<file path="config.mk">
export PLATFORM = sky130hd
export DESIGN_NAME = trigger_pulse_generator
export DESIGN_NICKNAME = d
export VERILOG_FILES = /design/src/rtl/trigger_pulse_generator.sv
export SDC_FILE = /design/constraint.sdc
export NUM_CORES = 1
export LEC_CHECK = 0
export ABC_CLOCK_PERIOD_IN_PS = 2400
export BUFFER_PORTS_ARGS = -buffer_cell sky130_fd_sc_hd__buf_2
export CELL_PAD_IN_SITES_DETAIL_PLACEMENT = 2
export CELL_PAD_IN_SITES_GLOBAL_PLACEMENT = 2
export CORE_UTILIZATION = 30
export CTS_CLUSTER_SIZE = 30
export DETAILED_ROUTE_END_ITERATION = 10
export GPL_TIMING_DRIVEN = 0
export HOLD_SLACK_MARGIN = 0.03
export PLACE_DENSITY_LB_ADDON = 0.1
export RECOVER_POWER = 25
export SETUP_SLACK_MARGIN = 0.1
export SKIP_CTS_REPAIR_TIMING = 1
export SYNTH_ARGS = -nofsm -noshare
export SYNTH_HDL_FRONTEND = slang
export SYNTH_SLANG_ARGS = --single-unit
</file>
<file path="constraint.sdc">
create_clock -name clk -period 2.4 [get_ports clk]
set_input_delay 0.24 -clock clk [delete_from_list [all_inputs] [get_ports clk]]
set_output_delay 0.24 -clock clk [all_outputs]
set_load 0.01 [all_outputs]
</file>
<file path="src/rtl/trigger_pulse_generator.sv">
// Programmable trigger-pulse source. A start command begins a burst: an
// optional delay, then pulse_count rectangular pulses with programmable high
// and low widths. Each pulse starts with a clean 0->1 edge, so downstream
// rising-edge detectors see one event per pulse.
//
// Handshake: start and abort are single-cycle requests sampled on clk. start
// is accepted only in IDLE without a simultaneous abort. abort acts only while
// a burst is running. There is no back-pressure.
module trigger_pulse_generator #(
    parameter int CNT_W = 32,
    parameter int N_W   = 16
) (
    input  logic             clk,
    input  logic             reset,
    input  logic             start,
    input  logic             abort,
    input  logic [CNT_W-1:0] delay,
    input  logic [CNT_W-1:0] high_cycles,
    input  logic [CNT_W-1:0] low_cycles,
    input  logic [N_W-1:0]   pulse_count,
    output logic             pulse_out,
    output logic             busy,
    output logic             done,
    output logic             aborted,
    output logic [N_W-1:0]   pulses_sent
);

    typedef enum logic [1:0] {IDLE, DELAY, HIGH, LOW} state_t;

    localparam logic [CNT_W-1:0] ONE_C = CNT_W'(1);
    localparam logic [N_W-1:0]   ONE_N = N_W'(1);

    state_t           state, state_n;
    logic [CNT_W-1:0] cnt, cnt_n;
    logic [CNT_W-1:0] lat_high_m1, lat_high_m1_n;
    logic [CNT_W-1:0] lat_low_m1, lat_low_m1_n;
    logic [N_W-1:0]   lat_count, lat_count_n;
    logic [N_W-1:0]   sent_n;
    logic             done_n, aborted_n;

    // A width of 0 behaves like 1; the counters run from (width-1) down to 0,
    // so the widest setting never overflows.
    function automatic logic [CNT_W-1:0] width_m1(input logic [CNT_W-1:0] v);
        return (v == '0) ? '0 : v - ONE_C;
    endfunction

    // pulses_sent saturates at its maximum instead of wrapping.
    function automatic logic [N_W-1:0] sat_inc(input logic [N_W-1:0] v);
        return (v == '1) ? v : v + ONE_N;
    endfunction

    // Next-state logic: phase sequencing, counter reloads and strobe requests.
    always_comb begin
        state_n       = state;
        cnt_n         = cnt;
        lat_high_m1_n = lat_high_m1;
        lat_low_m1_n  = lat_low_m1;
        lat_count_n   = lat_count;
        sent_n        = pulses_sent;
        done_n        = 1'b0;
        aborted_n     = 1'b0;

        case (state)
            IDLE: begin
                if (start && !abort) begin
                    lat_high_m1_n = width_m1(high_cycles);
                    lat_low_m1_n  = width_m1(low_cycles);
                    lat_count_n   = pulse_count;
                    sent_n        = '0;
                    if (pulse_count == '0) begin
                        done_n = 1'b1;
                    end else if (delay == '0) begin
                        state_n = HIGH;
                        cnt_n   = width_m1(high_cycles);
                        sent_n  = ONE_N;
                    end else begin
                        state_n = DELAY;
                        cnt_n   = delay - ONE_C;
                    end
                end
            end
            DELAY: begin
                if (cnt == '0) begin
                    state_n = HIGH;
                    cnt_n   = lat_high_m1;
                    sent_n  = sat_inc(pulses_sent);
                end else begin
                    cnt_n = cnt - ONE_C;
                end
            end
            HIGH: begin
                if (cnt == '0) begin
                    if (pulses_sent < lat_count) begin
                        state_n = LOW;
                        cnt_n   = lat_low_m1;
                    end else begin
                        state_n = IDLE;
                        done_n  = 1'b1;
                    end
                end else begin
                    cnt_n = cnt - ONE_C;
                end
            end
            LOW: begin
                if (cnt == '0) begin
                    state_n = HIGH;
                    cnt_n   = lat_high_m1;
                    sent_n  = sat_inc(pulses_sent);
                end else begin
                    cnt_n = cnt - ONE_C;
                end
            end
            default: state_n = IDLE;
        endcase

        // abort overrides every running phase, including the final HIGH cycle.
        if (state != IDLE && abort) begin
            state_n   = IDLE;
            done_n    = 1'b0;
            aborted_n = 1'b1;
            sent_n    = pulses_sent;
        end
    end

    // State and output registers; outputs decode the next state so that no
    // input reaches an output combinationally.
    always_ff @(posedge clk) begin
        if (reset) begin
            state       <= IDLE;
            cnt         <= '0;
            lat_high_m1 <= '0;
            lat_low_m1  <= '0;
            lat_count   <= '0;
            pulse_out   <= 1'b0;
            busy        <= 1'b0;
            done        <= 1'b0;
            aborted     <= 1'b0;
            pulses_sent <= '0;
        end else begin
            state       <= state_n;
            cnt         <= cnt_n;
            lat_high_m1 <= lat_high_m1_n;
            lat_low_m1  <= lat_low_m1_n;
            lat_count   <= lat_count_n;
            pulse_out   <= (state_n == HIGH);
            busy        <= (state_n != IDLE);
            done        <= done_n;
            aborted     <= aborted_n;
            pulses_sent <= sent_n;
        end
    end

endmodule

</file>
Word level (Yosys, flattened, before mapping)
Cells that the tools add are included.
{ "totals": {"register_bits": 134, "inputBits": 116, "out_inout_bits": 20, "wordCells": 73} }
{ "op_classes": {"bitwise": 1, "n_mux": 29, "order_cmp": 1, "reduce_logical": 17, "addsub": 5, "n_eq_ne": 10} }
{ "ops": {"columns": ["operator", "n"], "rows": [
  ["32-bit 2-to-1 mux", 8],
  ["32-bit zero test", 4],
  ["32-bit by 1-bit subtractor with 32-bit output, second input constant", 4],
  ["32-bit one-hot mux with 3 select lines", 1],
  ["16-bit 2-to-1 mux", 3],
  ["16-bit one-hot mux with 2 select lines", 1],
  ["16-bit by 1-bit adder with 16-bit output, second input constant", 1],
  ["16-bit equality test, second input constant", 1],
  ["16-bit zero test", 1],
  ["16-bit less-than comparator", 1],
  ["2-bit 2-to-1 mux", 7],
  ["1-bit 2-to-1 mux", 7],
  ["2-bit equality test, second input constant", 3],
  ["2-bit inequality test, second input constant", 3],
  ["2-bit one-hot mux with 3 select lines", 1],
  ["2-bit nonzero test", 3],
  ["5-bit AND reduction", 1],
  ["2-bit OR reduction", 2],
  ["3-bit inequality test, second input constant", 1],
  ["3-bit AND reduction", 1],
  ["2-bit by 1-bit equality test with 1-bit output, second input constant", 1],
  ["1-bit logical AND", 2],
  ["2-bit zero test", 1],
  ["2-bit by 1-bit inequality test with 1-bit output, second input constant", 1],
  ["other kinds (4)", 4]
]} }

Longest topological paths before layout
Gate-level depths: netlist of the first run.
{ "depth": {"ltp_word": 7, "depth_mapped": 10, "mapped_depth_nobuf": 9} }

Worst setup path before layout of the first run
Ideal clock, no wire load.
{ "synth_path": {"kind": "register to register", "from": "register cnt[0]", "to": "register cnt[10]", "period_less_slack_ps": 2707, "arrival_time_ps": 2588, "setup_slack_ps": -307, "stages_incl_launch_ff": 10, "cell_sequence": "dfxtp_1 -> inv_1 -> ha_1 -> or4b_1 -> nor3_4 -> nand4_2 -> or4_1 -> o22a_1 -> buf_2 -> o221a_1"} }
{ "synth_between": {"elab_chain_cells": 3, "word_cells_on_any_way": 7, "classes_between": "1 x add/sub; 1 x eq/ne; 3 x mux; 2 x reduce/logical"} }
{ "synth_lines": {"columns": ["element", "line_no", "source"], "rows": [
  ["start, declared", "34", "logic [CNT_W-1:0] cnt, cnt_n;"],
  ["start signal, assigned", "141", "cnt <= cnt_n;"],
  ["32-bit by 1-bit subtractor with 32-bit output or 32-bit zero test (tied branches)", null, null],
  ["32-bit 2-to-1 mux (tied with other cells)", "83, 105", null],
  ["32-bit one-hot mux with 3 select lines or 3-bit AND reduction (tied branches)", null, null]
]} }
Several ways; a longest one is shown, not always the timed one.
A chain may end at the register's enable or synchronous reset.

Worst setup path in the final report of the first run
{ "layout_path": {"from": "register cnt[23]", "to": "register cnt[1]"} }
{ "layout_between": {"elab_chain_cells": 3, "word_cells_on_any_way": 6, "classes_between": "1 x eq/ne; 3 x mux; 2 x reduce/logical"} }
{ "layout_lines": {"columns": ["element", "line_no"], "rows": [
  ["32-bit zero test *", "83, 92, 105"],
  ["3-bit inequality test (no source line) (tied with other cells)", null],
  ["3-bit AND reduction (no source line) or 32-bit one-hot mux with 3 select lines (tied branches)", null]
]} }
Mark *: on every way between the ends. The rest lies on a longest branch, timed or not.

==> load_flow_metrics.sql, run 1 <==
INSERT INTO impl_metrics (metric_group, metric, value, unit) VALUES
('status', 'run_status', 'complete, but fails checks', ''),
('status', 'violations', 'setup timing', ''),
('detailed_routing', 'drtPass1Iterations', '7', ''),
('synth', 'synthTopCellsByArea', 'sky130_fd_sc_hd__dfxtp_1 30%, sky130_fd_sc_hd__xor2_1 6.1%, sky130_fd_sc_hd__nand2_1 6.0%, sky130_fd_sc_hd__xnor2_1 5.4%, sky130_fd_sc_hd__nor2_1 4.9%', ''),
('die', 'fp-row-count', '62', ''),
('finish', 'post-route-util', '42.0', '%'),
('clock_network', 'cts_tree', 'done', ''),
('pwr', 'total_power', '0.00722', 'W'),
('finish', 'share_of_cells_above_drive_strength_1', '28.7', '%'),
('sta', 'drv_slew', '0', ''),
('clock_network', 'number_of_clock_sinks', '134', ''),
('finish', 'sequential_cell_area', '2700', 'um^2'),
('critical_path', 'cp_slowest_cell', 'sky130_fd_sc_hd__or4_4', ''),
('finish', 'finalInstanceArea', '12200', 'um^2'),
('placement', 'place_hpwl', '32.3', 'mm'),
('critical_path', 'worst_path_dominant_cell_family', 'simple AND/OR/NAND/NOR gates', ''),
('global_routing', 'track_usage', '26.8', '%'),
('sta', 'setup_violations', '54', ''),
('critical_path', 'worstSetupEndpointType', 'flip-flop', ''),
('detailed_routing', 'final_antenna_net_count', '0', ''),
('critical_path', 'critical_path.cell_chain', 'or4_4 -> buf_6 -> or4_4 -> buf_6 -> nor4_4 -> buf_6 -> buf_6 -> nand2_8 -> o211ai_1 -> o221a_2 -> a21oi_2', ''),
('global_routing', 'first_global_vias', '10200', ''),
('finish', 'mostFrequentLayoutCells', '140 x sky130_fd_sc_hd__nand2_1, 126 x sky130_fd_sc_hd__dfxtp_1, 117 x sky130_fd_sc_hd__buf_2', ''),
('pwr', 'p_leak', '4.50', 'nW'),
('placement', 'placement.io_buffers', '134', ''),
('pwr', 'clkPwrFrac', '41.6', '%'),
('critical_path', 'worst-endpoint-required', '2.73', 'ns'),
('detailed_routing', 'post-route-drc-count', '0', ''),
('synth', 'synth-main-ff-cell', 'sky130_fd_sc_hd__dfxtp_1', ''),
('synth', 'synth-async-reset-ratio', '0', '%'),
('finish', 'fillerInstances', '3300', ''),
('pwr', 'pwr_density', '592', 'nW/um^2'),
('die', 'dieWidth', '174', 'um'),
('detailed_routing', 'routed_wire_length_per_instance', '24.2', 'um'),
('synth', 'yosysWarnings', '0', ''),
('sta', 'finalCritPeriodShare', '125', '%'),
('critical_path', 'worstSetupStartpointType', 'flip-flop', ''),
('synth', 'synthesis.instances', '1170', ''),
('sta', 'hold_slack', '0.0527', 'ns'),
('detailed_routing', 'wl', '42.7', 'mm'),
('sta', 'setup_ws_post_layout', '-0.600', 'ns'),
('die', 'coreArea', '29000', 'um^2'),
('die', 'die_area', '30400', 'um^2'),
('finish', 'antenna_cells_inserted', '0', ''),
('synth', 'synth_top_area_cell', 'sky130_fd_sc_hd__dfxtp_1', ''),
('sta', 'max_clock_freq', '333', 'MHz'),
('synth', 'synth_area', '8920', 'um^2'),
('run', 'drv.max_cap_violation_count', '0', ''),
('clock_network', 'cts-buffers-inserted', '17', ''),
('sta', 'max-slew-margin-rel', '35.3', '%'),
('synth', 'post-synth-top-area-fraction', '30.1', '%'),
('global_routing', 'grt_remaining_overflow', '0', ''),
('clock_network', 'cts.root.buffer_cell', 'sky130_fd_sc_hd__clkbuf_16', ''),
('die', 'die_height', '174', 'um'),
('placement', 'replace_congestion', '0.958', ''),
('pwr', 'share_comb_of_total_power', '23.6', '%'),
('global_routing', 'grt_first_pass_wirelength', '61.4', 'mm'),
('clock_network', 'insertion_delay', '0.44', 'ns'),
('finish', 'design.final.nets', '1506', ''),
('pwr', 'net-switching-power', '0.00230', 'W'),
('clock_network', 'htree_num_levels', '4', ''),
('sta', 'fin_crit', '3.00', 'ns'),
('critical_path', 'type_of_the_worst_setup_path', 'reg2reg', ''),
('detailed_routing', 'vias_per_std_cell', '5.73', ''),
('synth', 'yosys_register_bits', '134', ''),
('critical_path', 'critical-path-max-stage-delay', '0.53', 'ns'),
('global_routing', 'grt_max_degree', '17', ''),
('hold_path', 'worstHoldPathType', 'in2reg', ''),
('sta', 'final_hold_viol_count', '0', ''),
('critical_path', 'worst-endpoint-arrival', '3.33', 'ns'),
('critical_path', 'count_of_buffer_and_inverter_cells_on_the_critical_path', '4', '');
[metal layers]
metal	global-route usage, %	part of all wire, %	routed length, um	vias up
met5	0	0	0	-
li1	-	-	-	4665
met4	9.39	2.7	1160	0
met3	3.94	4.1	1760	58
met2	45.5	49	20900	241
met1	34.5	44	18900	5150
[per-stage QoR]
step | instances | TNS, ns
CTS | 1720 | -104.66
global route | 1765 | -25.03
finish | 1765 | -21.07
global placement | 1688 | -99.82
floorplan | 1170 | -9.23
detailed placement | 1688 | -107.03
[logic make-up (layout without fill, tap and decap cells)]
kind of cell,count (synthesis),count (layout),share of synthesized area (%)
adder cells (fa/ha/maj),22,22,3.09
XOR/XNOR,117,117,11.5
AND/OR/NAND/NOR,502,502,29.2
multiplexers,11,11,1.26
buffers and inverters,98,309,4.96
AO/OA/AOI/OAI,286,286,19.9
flip-flops,134,134,30.1
[registers in the layout (all words and copies together) (netlist names)]
register,cells
aborted,1
busy,1
cnt,32
done,1
lat_count,16
lat_high_m1,32
lat_low_m1,32
pulse_out,1
pulses_sent,16
state,2
[worst reg2reg max path, delay by kind of cell (launching register included)]
family                 cells  cell delay, ns
AO/OA/AOI/OAI              3            0.66
buffers and inverters      4            0.62
flip-flops                 1            0.33
AND/OR/NAND/NOR            4            1.29
[worst paths after layout]
check                                    from                           to  slack, ns  cells past startpoint
setup / recovery         cnt[23]$_SDFFE_PP0P_          cnt[1]$_SDFFE_PP0P_      -0.60                     11
setup reg to reg         cnt[23]$_SDFFE_PP0P_          cnt[1]$_SDFFE_PP0P_      -0.60                     11
hold / removal                 pulse_count[2]    lat_count[2]$_SDFFE_PP0P_       0.05                      3
hold reg to reg   lat_low_m1[20]$_SDFFE_PP0P_  lat_low_m1[20]$_SDFFE_PP0P_       0.46                      2
[cell usage after synthesis, drive strengths merged, types with 26 or more instances]
| library cell | count |
|---|---|
| nor2 | 117 |
| nor4 | 40 |
| a21oi | 83 |
| xor2 | 62 |
| o21ai | 78 |
| xnor2 | 55 |
| or4 | 27 |
| clkbuf | 49 |
| dfxtp | 134 |
| nor3 | 49 |
| nand3 | 31 |
| nand2 | 144 |
| inv | 26 |
[area by class of cell]
class,instances,area share (%)
multi-input combinational,938,53.8
sequential,134,22.2
timing repair buffer,181,9.34
inverter,26,0.821
clock inverter,12,1.64
clock buffer,20,3.75
buffer,70,4.53
tap,384,3.94
[power groups by stage]
stage / Sequential [W] / Clock (W) / Combinational, W
floorplan: 0.00249 / 0 / 0.000874
global placement: 0.00253 / 0 / 0.00140
detailed placement: 0.00254 / 0 / 0.00143
CTS: 0.00249 / 0.00302 / 0.00144
global route: 0.00252 / 0.00313 / 0.00181
finish: 0.00251 / 0.00300 / 0.00170
No activity file was read; power rests on OpenSTA's default activity.
==> run 2, diff against run 1 <==
--- a/config.mk
+++ b/config.mk
@@ -14,7 +14,7 @@
 export DETAILED_ROUTE_END_ITERATION = 10
 export GPL_TIMING_DRIVEN = 0
 export HOLD_SLACK_MARGIN = 0.03
-export PLACE_DENSITY_LB_ADDON = 0.1
+export PLACE_DENSITY_LB_ADDON = 0.25
 export RECOVER_POWER = 25
 export SETUP_SLACK_MARGIN = 0.1
 export SKIP_CTS_REPAIR_TIMING = 1
==> run 2 against run 1 <==
The run still ends with setup timing left. Fmax decreased by 2.5%. First-iteration DRC count increased by 2.8%. Setup slack got worse by 0.078 ns. Combinational power rose by 4%.
==> load_flow_metrics.sql, run 2 (synthesized netlist as in run 1, its figures left out) <==
INSERT INTO impl_metrics (metric_group, metric, value, unit) VALUES
('critical_path', 'timing.critical_path.mode_cell', 'sky130_fd_sc_hd__a21oi_1', ''),
('placement', 'place_ws', '-1.39', 'ns'),
('sta', 'setup_ws_post_layout', '-0.678', 'ns'),
('critical_path', 'critical_path.reg2reg.endpoint', 'cnt[18]$_SDFFE_PP0P_', ''),
('sta', 'worst-slew-pin-transition', '1.04', 'ns'),
('clock_network', 'number_of_clock_sinks', '134', ''),
('global_routing', 'antenna_found_initial', '0', ''),
('critical_path', 'worst_reg2reg_path_startpoint', 'state[0]$_SDFF_PP0_', ''),
('die', 'die_height', '174', 'um'),
('sta', 'fin_crit', '3.08', 'ns'),
('placement', 'replace_congestion', '0.934', ''),
('clock_network', 'cts.root.buffer_cell', 'sky130_fd_sc_hd__clkbuf_16', ''),
('global_routing', 'grt_remaining_overflow', '0', ''),
('finish', 'mostFrequentLayoutCell', 'sky130_fd_sc_hd__nand2_1', ''),
('critical_path', 'worstSetupStartpointType', 'flip-flop', ''),
('global_routing', 'grt_first_pass_wirelength', '61.0', 'mm'),
('critical_path', 'worst-endpoint-arrival', '3.42', 'ns'),
('sta', 'grt_setup_unrepaired', 'yes', ''),
('critical_path', 'worstSetupEndpointType', 'flip-flop', ''),
('detailed_routing', 'vias', '10300', ''),
('status', 'violations', 'setup timing', ''),
('detailed_routing', 'detail_route.iter0.violations', '543', ''),
('critical_path', 'rr_worst_depth', '7', ''),
('placement', 'placement.io_buffers', '134', ''),
('critical_path', 'critical_path.cell_chain', 'clkbuf_2 -> nor2_1 -> clkbuf_1 -> nand3_1 -> o22ai_1 -> a21oi_1 -> a21oi_1', ''),
('detailed_routing', 'post-route-drc-count', '0', ''),
('critical_path', 'cp_slowest_cell', 'sky130_fd_sc_hd__nor2_1', ''),
('clock_network', 'clk_path_buf_depth', '2', ''),
('sta', 'final_hold_viol_count', '0', ''),
('pwr', 'ir_drop', '0.384', 'mV'),
('finish', 'mostFrequentLayoutCells', '141 x sky130_fd_sc_hd__nand2_1, 126 x sky130_fd_sc_hd__dfxtp_1, 113 x sky130_fd_sc_hd__buf_2', ''),
('global_routing', 'first_global_vias', '10200', ''),
('finish', 'share_of_cells_above_drive_strength_1', '30.3', '%'),
('sta', 'max-slew-margin-rel', '30.4', '%'),
('detailed_routing', 'vias_per_std_cell', '5.79', ''),
('clock_network', 'htree_num_levels', '4', ''),
('die', 'dieWidth', '174', 'um'),
('critical_path', 'type_of_the_worst_setup_path', 'reg2reg', ''),
('critical_path', 'worst-endpoint-required', '2.75', 'ns'),
('critical_path', 'worstPathMaxFanout', '10', ''),
('critical_path', 'critical_path.startpoint', 'state[0]$_SDFF_PP0_', ''),
('die', 'io-pin-count', '136', ''),
('clock_network', 'cts.reportedPaths.clkPinSlew', '0.07', 'ns'),
('sta', 'worst_clock_skew_on_the_final_layout', '0.0172', 'ns'),
('finish', 'design.final.nets', '1517', ''),
('finish', 'instances_no_fill', '1775', ''),
('global_routing', 'track_usage', '26.5', '%'),
('die', 'floorplan.initialDensity', '30.7', '%'),
('clock_network', 'cts_tree', 'done', ''),
('placement', 'dp.cells', '1688', ''),
('die', 'coreArea', '29000', 'um^2'),
('placement', 'place_hpwl', '32.2', 'mm'),
('status', 'run_status', 'complete, but fails checks', ''),
('pwr', 'p_leak', '4.57', 'nW'),
('clock_network', 'insertion_delay', '0.43', 'ns'),
('critical_path', 'timing.reg2reg.setup_slack', '-0.68', 'ns'),
('global_routing', 'grt_max_degree', '17', ''),
('run', 'drv.max_cap_violation_count', '0', ''),
('detailed_routing', 'drtPass1Iterations', '4', ''),
('sta', 'setup_violations', '63', ''),
('clock_network', 'cts-buffers-inserted', '17', ''),
('finish', 'reg.largest.list', 'cnt (32), lat_high_m1 (32), lat_low_m1 (32)', ''),
('detailed_routing', 'final_antenna_net_count', '0', ''),
('die', 'die_area', '30400', 'um^2'),
('detailed_routing', 'routed_wire_length_per_instance', '25.0', 'um'),
('sta', 'max_clock_freq', '325', 'MHz'),
('sta', 'finalCritPeriodShare', '128', '%'),
('die', 'fp-row-count', '62', ''),
('pwr', 'pwr_density', '553', 'nW/um^2'),
('sta', 'drv_slew', '0', ''),
('critical_path', 'critical-path-max-stage-delay', '0.77', 'ns'),
('critical_path', 'crit_end', 'cnt[18]$_SDFFE_PP0P_', ''),
('finish', 'syn2layout_area_growth', '38.3', '%'),
('finish', 'antenna_cells_inserted', '0', ''),
('detailed_routing', 'wl', '44.5', 'mm'),
('hold_path', 'worstHoldPathType', 'in2reg', '');
==> run 2: changes by cell type in the layout (fill, tap and decap cells not counted), moves of 4 or more <==
cell                        change
sky130_fd_sc_hd__clkinv_2       +4
sky130_fd_sc_hd__buf_8          +5
sky130_fd_sc_hd__buf_2          -4
sky130_fd_sc_hd__clkbuf_8       -4
sky130_fd_sc_hd__buf_6          +6
sky130_fd_sc_hd__clkbuf_1       -5
sky130_fd_sc_hd__buf_4          +6
sky130_fd_sc_hd__bufinv_16      -4
sky130_fd_sc_hd__nand3_4        +5
sky130_fd_sc_hd__a22oi_2        +8
sky130_fd_sc_hd__a22oi_1        -8
sky130_fd_sc_hd__a21oi_1        -5
sky130_fd_sc_hd__a21oi_2        +5
==> run 2: worst min path at each step <==
stage / to / startpoint / cells after the start / slack [ns]
after floorplan: done$_SDFF_PP0_ / abort / 1 / 0.31
after global placement: lat_low_m1[21]$_SDFFE_PP0P_ / lat_low_m1[21]$_SDFFE_PP0P_ / 2 / 0.44
after detailed placement: lat_low_m1[21]$_SDFFE_PP0P_ / lat_low_m1[21]$_SDFFE_PP0P_ / 2 / 0.45
after CTS: lat_count[3]$_SDFFE_PP0P_ / pulse_count[3] / 3 / 0.06
after global routing: lat_count[8]$_SDFFE_PP0P_ / pulse_count[8] / 3 / 0.07
final: lat_count[3]$_SDFFE_PP0P_ / pulse_count[3] / 3 / 0.06
==> run 2: layout make-up <==
type,count,area (um^2)
plain buffers,70,556
clock buffers,18,439
clock inverters,13,110
fillers,3269,16700
inverters,26,100
multi-input cells,938,6650
flip-flops and latches,134,2700
well taps,384,480
repair buffers,192,1310
==> run 2: power breakdown <==
part	internal [W]	switching, W	total, W
Sequential	0.00236	0.000160	0.00252
Clock	0.00144	0.00110	0.00254
Combinational	0.000697	0.00107	0.00177
Total	0.00449	0.00233	0.00683
==> run 2: per-layer routing <==
metal / vias up / global-route usage [%] / part of all wire (%)
met2: 284 / 45.2 / 49
met5: - / 0 / 0
met1: 5219 / 33.7 / 43
met4: 0 / 10.3 / 3.9
met3: 89 / 3.43 / 4.0
li1: 4684 / - / -
==> run 2: through the flow <==
| step | total power, W | instance area [um^2] | util (%) | hold WS [ns] | TNS [ns] |
|---|---|---|---|---|---|
| after detailed placement | 0.00396 | 10400 | 35.9 | 0.449 | -109.27 |
| after CTS | 0.00649 | 11000 | 37.8 | 0.0567 | -108.37 |
| after global placement | 0.00392 | 10400 | 35.9 | 0.438 | -96.41 |
| after global routing | 0.00705 | 12300 | 42.5 | 0.0674 | -26.15 |
| after floorplan | 0.00336 | 9270 | - | 0.314 | -9.23 |
| final | 0.00683 | 12300 | 42.5 | 0.0644 | -22.16 |
==> run 2: critical path, delay by kind of cell, from the launching register on <==
family,cells,cell delay (ns)
AOI/OAI and AO/OA,3,0.63
and+or+nand+nor,2,1.06
DFF,1,0.32
buffers and inverters,2,0.98
